--- src/rtl/nand_gate_unit.sv ---
// Bit-parallel AND / NOR / NOT unit built only from 2-input NAND gates,
// with combinational results and a valid-qualified registered copy.
module nand_gate_unit #(
    parameter int WIDTH = 1
) (
    input  logic             clk,
    input  logic             rst_n,
    input  logic             in_valid,
    input  logic [WIDTH-1:0] a,
    input  logic [WIDTH-1:0] b,
    output logic [WIDTH-1:0] and_c,
    output logic [WIDTH-1:0] nor_c,
    output logic [WIDTH-1:0] not_c,
    output logic             out_valid,
    output logic [WIDTH-1:0] and_q,
    output logic [WIDTH-1:0] nor_q,
    output logic [WIDTH-1:0] not_q
);

    // The single primitive every datapath gate is derived from.
    function automatic logic nand2(input logic x, input logic y);
        return ~(x & y);
    endfunction

    logic [WIDTH-1:0] w_and;
    logic [WIDTH-1:0] w_nor;
    logic [WIDTH-1:0] w_not;

    logic             r_out_valid;
    logic [WIDTH-1:0] r_and_q;
    logic [WIDTH-1:0] r_nor_q;
    logic [WIDTH-1:0] r_not_q;

    for (genvar i = 0; i < WIDTH; i++) begin : g_bit
        logic w_n;
        logic w_na;
        logic w_nb;
        logic w_or;

        assign w_n  = nand2(a[i], b[i]);
        assign w_na = nand2(a[i], a[i]);
        assign w_nb = nand2(b[i], b[i]);
        assign w_or = nand2(w_na, w_nb);

        assign w_not[i] = nand2(a[i], a[i]);
        assign w_and[i] = nand2(w_n, w_n);
        assign w_nor[i] = nand2(w_or, w_or);
    end

    assign and_c = w_and;
    assign nor_c = w_nor;
    assign not_c = w_not;

    // Capture results on a valid input; results hold while idle.
    always_ff @(posedge clk or negedge rst_n) begin
        if (!rst_n) begin
            r_out_valid <= 1'b0;
            r_and_q     <= {WIDTH{1'b0}};
            r_nor_q     <= {WIDTH{1'b0}};
            r_not_q     <= {WIDTH{1'b0}};
        end else begin
            r_out_valid <= in_valid;
            if (in_valid) begin
                r_and_q <= w_and;
                r_nor_q <= w_nor;
                r_not_q <= w_not;
            end else begin
                r_and_q <= r_and_q;
                r_nor_q <= r_nor_q;
                r_not_q <= r_not_q;
            end
        end
    end

    assign out_valid = r_out_valid;
    assign and_q     = r_and_q;
    assign nor_q     = r_nor_q;
    assign not_q     = r_not_q;

endmodule

--- config.mk ---
export PLATFORM = sky130hd
export DESIGN_NAME = nand_gate_unit
export DESIGN_NICKNAME = d
export VERILOG_FILES = /design/src/rtl/nand_gate_unit.sv
export SDC_FILE = /design/constraint.sdc
export NUM_CORES = 1
export LEC_CHECK = 0
export BUFFER_PORTS_ARGS = -buffer_cell sky130_fd_sc_hd__buf_4
export CORE_AREA = 5 5 42 44
export CTS_BUF_LIST = sky130_fd_sc_hd__clkbuf_4 sky130_fd_sc_hd__clkbuf_8 sky130_fd_sc_hd__clkbuf_16
export DETAILED_ROUTE_END_ITERATION = 8
export DIE_AREA = 0 0 47 49
export PLACE_DENSITY = 0.36
export SYNTH_ARGS = -nofsm -noshare
export SYNTH_HDL_FRONTEND = slang
export SYNTH_SLANG_ARGS = --single-unit
export TNS_END_PERCENT = 30
--- constraint.sdc ---
create_clock -name clk -period 1.5 [get_ports clk]
set_input_delay 0.075 -clock clk [delete_from_list [all_inputs] [get_ports clk]]
set_output_delay 0.075 -clock clk [all_outputs]
set_load 0.05 [all_outputs]
### Word level (Yosys, flattened, before mapping)

Index checks and enable logic that the tools add are counted.

* bits in registers: 4
* input bits: 5

* bitwise logic cells: 4

Operator list (number)
* $and 1x1->1: 2
* $not 1->1: 2

### Logic depth before layout (Yosys ltp)

* word-level depth: 2
* mapped depth: 2
* mapped depth without buffers: 2

### Least setup slack after synthesis

Ideal clock, no wire load.

* path kind: input to register
* start: in b
* end: reg r_nor_q, in the netlist nor_q
* arrival time: 1.034 ns
* path buffers: 0
* data required time: 1.431 ns
* stages: 2
* path slack: 0.397 ns
* cells stage by stage: nor2_1 > mux2_2

* longest elaborated chain between the ends: 2

RTL lines
* start, declared: line 10 `input logic [WIDTH-1:0] b,`
* $not 1->1: line 22 `return ~(x & y);`
* $and 1x1->1: line 22
* end signal, assigned: line 59 `r_nor_q <= {WIDTH{1'b0}};`
* end signal, assigned: line 65 `r_nor_q <= w_nor;`
* end signal, assigned: line 69 `r_nor_q <= r_nor_q;`
* end, declared: line 31 `logic [WIDTH-1:0] r_nor_q;`

Every way passes these cells.
A chain may end at the register's enable or synchronous reset.

### Final worst setup path

* start: in in_valid
* end: reg r_not_q, in the netlist not_q

RTL lines
* start, declared: line 8 `input logic in_valid,`
* end signal, assigned: line 60 `r_not_q <= {WIDTH{1'b0}};`
* end signal, assigned: line 66 `r_not_q <= w_not;`
* end signal, assigned: line 70 `r_not_q <= r_not_q;`
* end, declared: line 32 `logic [WIDTH-1:0] r_not_q;`

No word-level cell between the ends.

==> results_dict.tcl <==
set metrics [dict create \
    path_cells "dlygate4sd3_1 > buf_4 > mux2_2" \
    p_clk_frac 0.376 \
    layoutNonFillerInstCount 42 \
    p_sw_uw 110.4 \
    htreeDepth 1 \
    max_slew_margin 0.9045 \
    internal-power_uw 243.7 \
    cts_buffers 3 \
    tightestPinTransition_ns 0.1427 \
    post_dp_cell_area_um2 256.5 \
    skew_ns 0 \
    fin_worst_hold_slack_ns 0.1709 \
    ant_nets 0 \
    viasPerCell 3.357 \
    drc 0 \
    antenna_cells 0 \
    critPathTopFamily "buffers and inverters" \
    ys_types 6 \
    die_h_um 49 \
    grt_pass1_vias 184 \
    drt-initial-drc-count 0 \
    totalPowerFinal_uw 354.1 \
    layout_commonest_cell "buf_4" \
    grt_pass1_wl_um 759 \
    syn_to_final_growth_pct 94.31 \
    drive_above_1_share 0.6923 \
    final_cell_mix "buf_4 (11), dfrtp_1 (4), clkbuf_4 (3), mux2_2 (2), dlygate4sd3_1 (2)" \
    clk_latency_ns 0.24 \
    ys_ff_latch 4 \
    crit_type "in -> reg" \
    pwr-share-comb 0.281 \
    finalWeightedCongestion 0.6614 \
    cts-root-buf "clkbuf_4" \
    dp_cells 37 \
    syn_nets 15 \
    timing.fmax_mhz 1067 \
    die_area_um2 2303 \
    critPathMaxFanout 4 \
    netlist_area_um2 153.9 \
    io_buffers 11 \
    ys.warnings.count 0 \
    ys_seq_area_frac 0.6504 \
    r2r-end "and_q$_DFFE_PN0P_" \
    hold_path_class "in -> async" \
    avgRoutedWirePerCell_um 10.10 \
    p_leak_uw 0.0001542 \
    floorplan.initialDensity 0.1098 \
    status "finished, final reports clean" \
    fill_cells 168 \
    rsz0062_at_grt "no" \
    crit_path_start_kind "primary input" \
    pwr-share-seq 0.344 \
    syn_avg_cell_area_um2 15.39 \
    crit_slowest_cell "dlygate4sd3_1" \
    num_io_pins 12 \
    fp-row-count 14 \
    gr-total-overflow 0 \
    rr_startpoint "and_q$_DFFE_PN0P_" \
    antenna_found_initial 0 \
    fp.coreArea_um2 1401 \
    drt_wl_total_um 424 \
    cap_violations 0 \
    cp-end-kind "register" \
    finalSetupTns_ns 0 \
    cp_slowest_stage_delay_ns 0.52 \
    cp_num_buf_inv 2 \
    netlist_instances 10 \
    cts_sinks 4 \
    arrival_ns 1.05 \
    peakVddDrop_mv 0.5945 \
    drv_slew 0 \
    finalHoldViolCount 0 \
    setup_viol 0 \
    cts_tree "done" \
    fin_crit_ns 0.9369 \
    cts_setup_buffers 0 \
    reg2reg_slack_ns 0.75 \
    clk_pin_slew_ns 0.04 \
    final_area_um2 299.0 \
    power_density_nw_per_um2 1184 \
    crit_required_ns 1.62 \
    vias 141 \
    min_period_over_period 0.6246 \
    clk_path_buf_depth 2 \
    grt_max_degree 5 \
    die_w_um 47 \
    grt_use_total 0.05155 \
    worstRegToRegCells 1 \
    fin_nets 33 \
    switching_share 0.3118 \
    drt-pass1-iter-count 1 \
]
## worst max-delay path by stage
stage / start / to / slack [ns] / cells past startpoint
finish: in_valid / not_q$_DFFE_PN0P_ / 0.56 / 3
global placement: and_q$_DFFE_PN0P_ / and_q$_DFFE_PN0P_ / 0.76 / 1
floorplan: b / nor_q$_DFFE_PN0P_ / 0.40 / 2
detailed placement: and_q$_DFFE_PN0P_ / and_q$_DFFE_PN0P_ / 0.75 / 1
global route: in_valid / nor_q$_DFFE_PN0P_ / 0.55 / 3
CTS: in_valid / not_q$_DFFE_PN0P_ / 0.56 / 3
## Yosys cell counts
library cell | instances | area share
inv_1 | 1 | 0.024
mux2_4 | 1 | 0.098
and2_4 | 1 | 0.057
nor2_1 | 1 | 0.024
dfrtp_1 | 4 | 0.65
mux2_2 | 2 | 0.15
## flip-flops by register name, indices dropped and copies added (netlist names)
| signal | flops |
|---|---|
| and_q | 1 |
| not_q | 1 |
| out_valid | 1 |
| nor_q | 1 |
## cell type report
cell class	count	area [µm²]	area share
clock buffers	3	22.52	0.07531
inverters	1	3.754	0.01255
multi-input cells	5	50.05	0.1674
flip-flops and latches	4	100.1	0.3347
well taps	16	20.02	0.06695
repair buffers	13	102.6	0.3431
## metal layers
layer / track usage / vias up / wire length, µm
met1: 0.05322 / 63 / 180
met2: 0.06109 / 14 / 156
met5: 0 / - / 0
li1: - / 64 / -
met4: 0.01382 / 0 / 0
met3: 0.07011 / 0 / 87
## through the flow
step             util  setup WS [ns]
6_report       0.2134         0.5631
5_1_grt        0.2134         0.5541
4_1_cts        0.2134         0.5569
3_5_place_dp   0.1830         0.7496
3_3_place_gp   0.1830         0.7587
2_1_floorplan       -         0.3966
## power groups by stage
stage	clock network, µW	registers (µW)	logic (µW)
5_1_grt	156	123	105
4_1_cts	141	122	101
2_1_floorplan	0	154	28.6
3_5_place_dp	0	123	97.0
6_report	133	122	99.4
3_3_place_gp	0	123	95.8
## logic make-up (layout without fill, tap and decap cells)
| family | after synthesis | count (layout) | share of synthesized area |
|---|---|---|---|
| buffers and inverters | 1 | 17 | 0.02437 |
| flip-flops | 4 | 4 | 0.6504 |
| multiplexers | 3 | 3 | 0.2439 |
| AND/OR/NAND/NOR | 2 | 2 | 0.08129 |
## what timing repair did
action,in CTS,in global routing
endpoints found under the hold margin,5,0
hold buffers,2,0
gates resized for setup,0,0
Power figures use the tool's default switching activity.
